**src/rtl/systolic_pkg.sv**
```systemverilog
// Shared types and default sizes for the systolic array,
// its result mux and the result drain controller.
package systolic_pkg;

  localparam int DEF_DATAWIDTH = 16;
  localparam int DEF_N_INPUTS  = 8;
  localparam int DEF_SELWIDTH  = 3;
  localparam int DEF_CNTWIDTH  = 4;

  typedef enum logic [1:0] {
    IDLE,
    STREAM,
    DONE
  } drain_state_t;

endpackage

```
**src/rtl/result_drain_ctrl_mux.sv**
```systemverilog
// Word select mux: presents one result word
// of the bank chosen by sel.
module result_drain_ctrl_mux
  import systolic_pkg::*;
#(
  parameter int DATAWIDTH = DEF_DATAWIDTH,
  parameter int N_INPUTS  = DEF_N_INPUTS,
  parameter int SELWIDTH  = DEF_SELWIDTH
) (
  input  logic [N_INPUTS-1:0][DATAWIDTH-1:0] in_array,
  input  logic [SELWIDTH-1:0]                sel,
  output logic [DATAWIDTH-1:0]               out
);

  assign out = in_array[sel];

endmodule

```
**src/rtl/result_drain_ctrl.sv**
```systemverilog
// Snapshots one batch of array results and drains it
// word by word onto a valid/ready output stream.
module result_drain_ctrl
  import systolic_pkg::*;
#(
  parameter int DATAWIDTH = DEF_DATAWIDTH,
  parameter int N_INPUTS  = DEF_N_INPUTS,
  parameter int SELWIDTH  = DEF_SELWIDTH,
  parameter int CNTWIDTH  = DEF_CNTWIDTH
) (
  input  logic                               clk,
  input  logic                               rst_n,
  input  logic [N_INPUTS-1:0][DATAWIDTH-1:0] in_array,
  input  logic                               start,
  input  logic [CNTWIDTH-1:0]                num_words,
  output logic [DATAWIDTH-1:0]               out_data,
  output logic                               out_valid,
  input  logic                               out_ready,
  output logic [SELWIDTH-1:0]                sel,
  output logic                               busy,
  output logic                               done
);

  drain_state_t state, state_d;

  logic [SELWIDTH-1:0] idx, idx_d;
  logic [CNTWIDTH-1:0] cnt, cnt_d;
  logic [CNTWIDTH-1:0] nw_clamp;
  logic                load;
  logic                last;

  logic [N_INPUTS-1:0][DATAWIDTH-1:0] bank;

  assign nw_clamp = (num_words > CNTWIDTH'(N_INPUTS))
                  ? CNTWIDTH'(N_INPUTS) : num_words;

  assign last = (CNTWIDTH'(idx) == cnt - CNTWIDTH'(1));

  always_ff @(posedge clk or negedge rst_n) begin
    if (!rst_n) begin
      state <= IDLE;
      idx   <= '0;
      cnt   <= '0;
    end else begin
      state <= state_d;
      idx   <= idx_d;
      cnt   <= cnt_d;
    end
  end

  always_ff @(posedge clk or negedge rst_n) begin
    if (!rst_n) begin
      bank <= '0;
    end else if (load) begin
      bank <= in_array;
    end
  end

  always_comb begin
    state_d = state;
    idx_d   = idx;
    cnt_d   = cnt;
    load    = 1'b0;
    unique case (state)
      IDLE: begin
        if (start) begin
          load    = 1'b1;
          cnt_d   = nw_clamp;
          idx_d   = '0;
          state_d = (nw_clamp == '0) ? DONE : STREAM;
        end
      end
      STREAM: begin
        if (out_ready) begin
          if (last) state_d = DONE;
          else      idx_d   = idx + SELWIDTH'(1);
        end
      end
      DONE: begin
        state_d = IDLE;
        idx_d   = '0;
      end
      default: begin
        state_d = IDLE;
        idx_d   = '0;
      end
    endcase
  end

  // Status outputs decode the registered state only.
  assign out_valid = (state == STREAM);
  assign done      = (state == DONE);
  assign busy      = (state != IDLE);
  assign sel       = idx;

  result_drain_ctrl_mux #(
    .DATAWIDTH (DATAWIDTH),
    .N_INPUTS  (N_INPUTS),
    .SELWIDTH  (SELWIDTH)
  ) u_mux (
    .in_array (bank),
    .sel      (idx),
    .out      (out_data)
  );

endmodule

```
**config.mk**
```make
export PLATFORM = sky130hd
export DESIGN_NAME = result_drain_ctrl
export DESIGN_NICKNAME = d
export VERILOG_FILES = /design/src/rtl/systolic_pkg.sv /design/src/rtl/result_drain_ctrl_mux.sv /design/src/rtl/result_drain_ctrl.sv
export SDC_FILE = /design/constraint.sdc
export NUM_CORES = 1
export LEC_CHECK = 0
export CAP_MARGIN = 20
export CELL_PAD_IN_SITES_DETAIL_PLACEMENT = 0
export CELL_PAD_IN_SITES_GLOBAL_PLACEMENT = 1
export CORE_UTILIZATION = 41
export DETAILED_ROUTE_END_ITERATION = 7
export PLACE_DENSITY_LB_ADDON = 0.15
export SYNTH_ARGS = -nofsm -noshare
export SYNTH_HDL_FRONTEND = slang
export SYNTH_HIERARCHICAL = 1
export SYNTH_SLANG_ARGS = --single-unit
```
**constraint.sdc**
```tcl
create_clock -name clk -period 2.1 [get_ports clk]
set_clock_uncertainty 0.1 [all_clocks]
set_input_delay 0.42 -clock clk [delete_from_list [all_inputs] [get_ports clk]]
set_output_delay 0.42 -clock clk [all_outputs]
set_load 0.02 [all_outputs]
```
==> impl_metrics.env, run 1 <==
export IMPL_outcome="complete, but fails checks"
export IMPL_violations="negative setup slack"
export IMPL_antennaDiodeCount=0
export IMPL_path_common_cell="buf_6"
export IMPL_final_cells=780
export IMPL_cp_cell_sequence="buf_6, buf_12, buf_6, mux4_2, mux2_4, buf_6"
export IMPL_critical_path_max_stage_delay_ns=0.52
export IMPL_arrival_ns=2.10
export IMPL_crit_type="register to primary output"
export IMPL_slew_headroom_pct=64.3
export IMPL_synthArstFlopShare_pct=100
export IMPL_drive_gt1_share_pct=47.0
export IMPL_ys_warn_count=6
export IMPL_path_delay_family="multiplexers"
export IMPL_avgRoutedWirePerCell_um=20.2
export IMPL_ys_ff_latch=137
export IMPL_synth_enable_flop_cells=0
export IMPL_insertion_delay_ns=0.41
export IMPL_hpwl_mm=11.3
export IMPL_first_global_vias=4355
export IMPL_fin_tns_setup_ns=-7.11
export IMPL_rsz0062_at_grt="yes"
export IMPL_final_nets=717
export IMPL_antenna_found_initial=0
export IMPL_internal_power_mw=10.3
export IMPL_crit_path_max_fanout=5
export IMPL_final_hold_viol_count=0
export IMPL_cts_buffers=17
export IMPL_worst_pin_slew_ns=0.535
export IMPL_power_share_switching_pct=31.4
export IMPL_slew_violations=0
export IMPL_critPathLaunchType="register"
export IMPL_grt_max_degree=54
export IMPL_die_area_um2=16000
export IMPL_total_power_mw=15.1
export IMPL_synth_area_per_cell_um2=16.7
export IMPL_overflow=0
export IMPL_p_switching_mw=4.74
export IMPL_hold_slack_ns=0.402
export IMPL_reg2reg_slack_ns=-0.07
export IMPL_clock_power_share_pct=18.8
export IMPL_crit_buf_inv=4
export IMPL_utilization_pct=60.5
export IMPL_die_y_um=126
export IMPL_final_antenna_net_count=0
export IMPL_drt_pass1_iter_count=4
export IMPL_max_clock_freq_mhz=381
export IMPL_cp_end_kind="primary output"
export IMPL_timing_critical_path_required_ns=1.58
export IMPL_cts_reportedPaths_clkPinSlew_ns=0.06
export IMPL_vdd_drop_max_uv=781
export IMPL_syn_nets=517
export IMPL_clock_tree_root_cell="clkbuf_16"
export IMPL_power_frac_comb_pct=48.9
export IMPL_power_density_nw_per_um2=1650
export IMPL_p_leak_nw=3.85
export IMPL_htreeDepth=4
export IMPL_crit_path_top_delay_cell="mux4_2"
export IMPL_io_pins=158
export IMPL_vias_per_cell=5.23
export IMPL_drt_iter0_markers=190
export IMPL_initial_core_util_pct=41.9
export IMPL_ys_flop_type="dfrtp_1"
export IMPL_maxCapViolations=0
export IMPL_finalSetupViolCount=19
export IMPL_port_buffers=157
export IMPL_gp_congestion=0.821
export IMPL_cts_max_path_buffers=2
export IMPL_synth_area_um2=6340
export IMPL_period_needed_ns=2.62
export IMPL_dpl_instance_area_um2=8530
export IMPL_holdCritPathClass="register to register"
export IMPL_wl_mm=15.8
export IMPL_clock_sinks=137
export IMPL_power_frac_seq_pct=32.2
export IMPL_synth_cell_types=34
export IMPL_pre_cts_slack_ns=-0.470
export IMPL_die_w_um=126
export IMPL_fin_crit_sh_pct=125
export IMPL_tritoncts="yes"
export IMPL_grt_pass1_wl_mm=24.7
export IMPL_syn_inst=379
export IMPL_grtUsageTotal_pct=20.9
export IMPL_syn_to_final_growth_pct=44.5
export IMPL_core_um2=15100
export IMPL_final_area_um2=9160
export IMPL_vias=4080
export IMPL_drc=0
export IMPL_synth_yosys_seq_area_share_pct=54.1
export IMPL_finalWorstSetupSlack_ns=-0.523
export IMPL_rows=45
export IMPL_placed_cells=738
==> power groups by stage <==
| stage | sequential (mW) | clock (mW) | combinational [mW] |
|---|---|---|---|
| after detailed placement | 4.85 | 0 | 6.80 |
| after global placement | 4.87 | 0 | 6.63 |
| final | 4.86 | 2.84 | 7.38 |
| after global routing | 5.00 | 3.03 | 7.83 |
| after floorplan | 4.47 | 0 | 4.53 |
| after CTS | 4.87 | 2.90 | 7.56 |
==> path summary, 6_finish.rpt <==
| path | start | cells after the start | endpoint |
|---|---|---|---|
| worst max-delay path | sel[0] | 6 | out_data[2] |
| worst min-delay path | bank[50] | 1 | bank[50] |
| worst min register to register | bank[50] | 1 | bank[50] |
| max in group asynchronous | rst_n | 3 | bank[13] |
| worst max register to register | sel[2] | 7 | sel[0] |
| min in group asynchronous | rst_n | 2 | cnt[0] |
==> layer usage <==
metal | part of all wire, % | global-route usage [%] | vias up
met3 | 6.0 | 6.79 | 12
met2 | 49 | 33.0 | 137
met5 | 0 | 0 | -
li1 | - | - | 1840
met4 | 1.1 | 6.38 | 0
met1 | 44 | 27.6 | 2091
==> Yosys cell counts, types with 3 or more instances <==
library cell	n	area share (%)
clkbuf_1	3	0.18
dfrtp_1	137	54
buf_4	4	0.47
buf_2	10	0.79
buf_6	4	0.71
mux4_1	28	12
mux4_2	4	1.4
inv_1	5	0.30
o21ai_0	3	0.24
nand3b_1	4	0.47
nor2b_1	3	0.30
mux2_2	146	26
==> cell type report <==
type | instances | area, µm²
Fill cell | 1165 | 5980
Sequential cell | 137 | 3430
Multi-Input combinational cell | 213 | 2710
Timing Repair Buffer | 205 | 2200
Clock buffer | 22 | 464
Tap cell | 188 | 235
Clock inverter | 10 | 95.1
Inverter | 5 | 18.8
==> logic make-up (layout without fill, tap and decap cells) <==
| family | count (synthesis) | in the layout | share of synthesized area [%] |
|---|---|---|---|
| muxes | 178 | 178 | 39.0 |
| AOI/OAI and AO/OA | 14 | 14 | 1.82 |
| xor gates and xnor gates | 3 | 3 | 0.415 |
| adders and majority gates | 2 | 2 | 0.395 |
| buffers and inverters | 29 | 242 | 2.64 |
| DFF | 137 | 137 | 54.1 |
| and+or+nand+nor | 16 | 16 | 1.70 |
==> timing repair <==
action / in CTS / in global routing
resized for setup: 140 / 5
hold endpoints to repair: 48 / 0
endpoints found under the setup margin: 25 / 21
hold buffers: 1 / 0
pin swaps: 1 / 0
buffers inserted: 8 / 1
gates cloned: 3 / 0
==> flip-flops by register name (all words and copies together), names as in the netlist <==
register / flops
cnt: 4
state: 2
bank: 128
sel: 3
==> cell usage in the layout (no fill, tap or decap), types with 2 or more instances in the layout <==
cell,instances
dfrtp_1,135
clkdlybuf4s50_1,134
mux2_2,130
mux4_2,30
buf_4,23
buf_6,22
clkbuf_16,17
buf_12,17
mux2_4,16
inv_1,5
dlygate4sd2_1,5
nand3b_1,4
nor2b_1,3
o21ai_0,3
clkbuf_1,3
clkinv_2,3
clkinv_4,3
a211o_1,2
nor2_1,2
a21oi_1,2
ha_1,2
clkinvlp_4,2
clkbuf_8,2
dfrtp_2,2
mux4_1,2
(Power assumes the default switching activity.)
==> inputs of run 2 (changes only) <==
--- a/config.mk
+++ b/config.mk
@@ -10,6 +10,7 @@
 export CELL_PAD_IN_SITES_GLOBAL_PLACEMENT = 1
 export CORE_UTILIZATION = 41
 export DETAILED_ROUTE_END_ITERATION = 7
+export HOLD_SLACK_MARGIN = 0.05
 export PLACE_DENSITY_LB_ADDON = 0.15
 export SYNTH_ARGS = -nofsm -noshare
 export SYNTH_HDL_FRONTEND = slang
==> results of run 2 <==
The final DEF is identical to that of run 1; final timing and power are the same.
==> inputs of run 3 (changes only) <==
--- a/config.mk
+++ b/config.mk
@@ -8,8 +8,9 @@
 export CAP_MARGIN = 20
 export CELL_PAD_IN_SITES_DETAIL_PLACEMENT = 0
 export CELL_PAD_IN_SITES_GLOBAL_PLACEMENT = 1
-export CORE_UTILIZATION = 41
+export CORE_UTILIZATION = 44
 export DETAILED_ROUTE_END_ITERATION = 7
+export GPL_ROUTABILITY_DRIVEN = 0
 export HOLD_SLACK_MARGIN = 0.05
 export PLACE_DENSITY_LB_ADDON = 0.15
 export SYNTH_ARGS = -nofsm -noshare
==> constraint.sdc (replaced) <==
create_clock -name clk -period 3.4 [get_ports clk]
set_clock_uncertainty 0.1 [all_clocks]
set_input_delay 0.68 -clock clk [delete_from_list [all_inputs] [get_ports clk]]
set_output_delay 0.68 -clock clk [all_outputs]
set_load 0.02 [all_outputs]
==> run 3 against run 2 <==
The flow now finishes without violations. Clock-buffer cell count shrank 4. Flip-flop and latch count is the same. Final cell count shrank 5.8%. Combinational power shrank 49%. Power shrank 43%. Design area shrank 4.7%. Die area shrank 6.7%. Via count shrank 5.2%. Register-to-register slack gained 1.4 ns. Critical endpoint is now out_data[3].
==> impl_metrics.env, run 3 (synthesized netlist as in run 1, its figures left out) <==
export IMPL_outcome="finished, final reports clean"
export IMPL_ff_latch_area_um2=3430
export IMPL_timing_critical_path_required_ns=2.62
export IMPL_rows=43
export IMPL_route_met3_wl_um=937
export IMPL_fin_crit_sh_pct=97.2
export IMPL_vias=3869
export IMPL_avgRoutedWirePerCell_um=19.6
export IMPL_power_density_nw_per_um2=980
export IMPL_holdCritPathClass="primary input to async pin"
export IMPL_cts_setup_buffers=0
export IMPL_route_met2_wl_mm=6.99
export IMPL_die_area_um2=14900
export IMPL_cts_reportedPaths_clkPinSlew_ns=0.06
export IMPL_clock_tree_root_cell="clkbuf_16"
export IMPL_arrival_ns=2.53
export IMPL_drt_iter0_markers=162
export IMPL_tritoncts="yes"
export IMPL_slew_violations=0
export IMPL_crit_type="register to primary output"
export IMPL_slew_headroom_pct=58.7
export IMPL_top_register="bank"
export IMPL_finalSetupViolCount=0
export IMPL_insertion_delay_ns=0.41
export IMPL_p_leak_nw=3.65
export IMPL_critPathLaunchType="register"
export IMPL_htreeDepth=4
export IMPL_multi_input_comb_area_um2=2740
export IMPL_die_w_um=122
export IMPL_cts_buffers=17
export IMPL_final_area_um2=8730
export IMPL_vdd_drop_max_uv=491
export IMPL_io_pins=158
export IMPL_largest_register_ffs=128
export IMPL_fill_cells=1070
export IMPL_drive_gt1_share_pct=36.2
export IMPL_worst_pin_slew_ns=0.620
export IMPL_final_antenna_net_count=0
export IMPL_cts_hold_buf=0
export IMPL_cts_resized=0
export IMPL_drc=0
export IMPL_antenna_found_initial=0
export IMPL_cts_max_path_buffers=2
export IMPL_grt_max_degree=69
export IMPL_cp_end_kind="primary output"
export IMPL_first_global_vias=4124
export IMPL_drt_pass1_iter_count=4
export IMPL_antennaDiodeCount=0
export IMPL_maxCapViolations=0
export IMPL_crit_path_max_fanout=16
export IMPL_wl_met1_mm=6.17
export IMPL_core_um2=14000
export IMPL_period_needed_ns=3.31
export IMPL_vias_per_cell=5.26
export IMPL_topRoutingLayerUsed="met4"
export IMPL_rsz0062_at_grt="no"
export IMPL_overflow=0
export IMPL_syn_to_final_growth_pct=37.8
export IMPL_port_buffers=157
export IMPL_initial_core_util_pct=45.3
export IMPL_grt_pass1_wl_mm=22.5
export IMPL_final_hold_viol_count=0
export IMPL_wl_mm=14.4
export IMPL_max_clock_freq_mhz=302
export IMPL_grtUsageTotal_pct=20.8
export IMPL_hpwl_mm=10.1
export IMPL_dpl_instance_area_um2=8120
export IMPL_final_nets=680
export IMPL_die_y_um=122
export IMPL_final_cell_mix="clkdlybuf4s50_1 (156), mux2_2 (146), dfrtp_1 (135)"
export IMPL_layout_cells_most_common="clkdlybuf4s50_1"
export IMPL_clock_sinks=137
export IMPL_fin_tns_setup_ns=0
run 3: routing by layer:
| metal | up-vias | global-route usage [%] |
|---|---|---|
| li1 | 1778 | - |
| met5 | - | 0 |
| met2 | 108 | 33.3 |
| met3 | 20 | 6.74 |
| met1 | 1963 | 26.1 |
| met4 | 0 | 7.95 |
run 3: layout make-up:
class,instances,share of cell area [%]
Tap cell,180,2.58
Sequential cell,137,39.3
Clock inverter,14,1.96
Timing Repair Buffer,168,19.5
Multi-Input combinational cell,213,31.4
Clock buffer,18,5.03
Inverter,5,0.215
run 3: critical path, stage by stage, from the launching register on:
cell             delay (ns)
dfrtp_2                0.38
buf_4                  0.29
mux4_1                 0.61
mux2_2                 0.28
clkdlybuf4s50_1        0.55
run 3: final timing paths:
| check | start | to | slack, ns | cells after the start |
|---|---|---|---|---|
| hold reg to reg | bank[23] | bank[23] | 0.40 | 1 |
| max in group asynchronous | rst_n | bank[55] | 2.22 | 2 |
| min in group clk | bank[23] | bank[23] | 0.40 | 1 |
| setup / recovery | sel[0] | out_data[3] | 0.09 | 4 |
| hold / removal | rst_n | bank[76] | 0.16 | 1 |
| setup reg to reg | cnt[0] | sel[0] | 1.28 | 5 |
run 3: power breakdown:
part | total [mW] | switching [mW] | internal (mW)
sequential | 2.94 | 0.475 | 2.46
clock | 1.90 | 0.722 | 1.18
combinational | 3.73 | 1.44 | 2.29
run 3: per-stage QoR:
stage	util, %	std cells	setup WS [ns]	power, mW	hold slack, ns
5_1_grt	62.4	735	0.0158	9.03	0.193
3_3_place_gp	58.1	703	0.538	6.62	0.381
6_report	62.4	735	0.0938	8.56	0.158
4_1_cts	62.4	735	0.0613	8.67	0.171
3_5_place_dp	58.1	703	0.522	6.73	0.390
2_1_floorplan	-	379	0.934	5.41	0.284
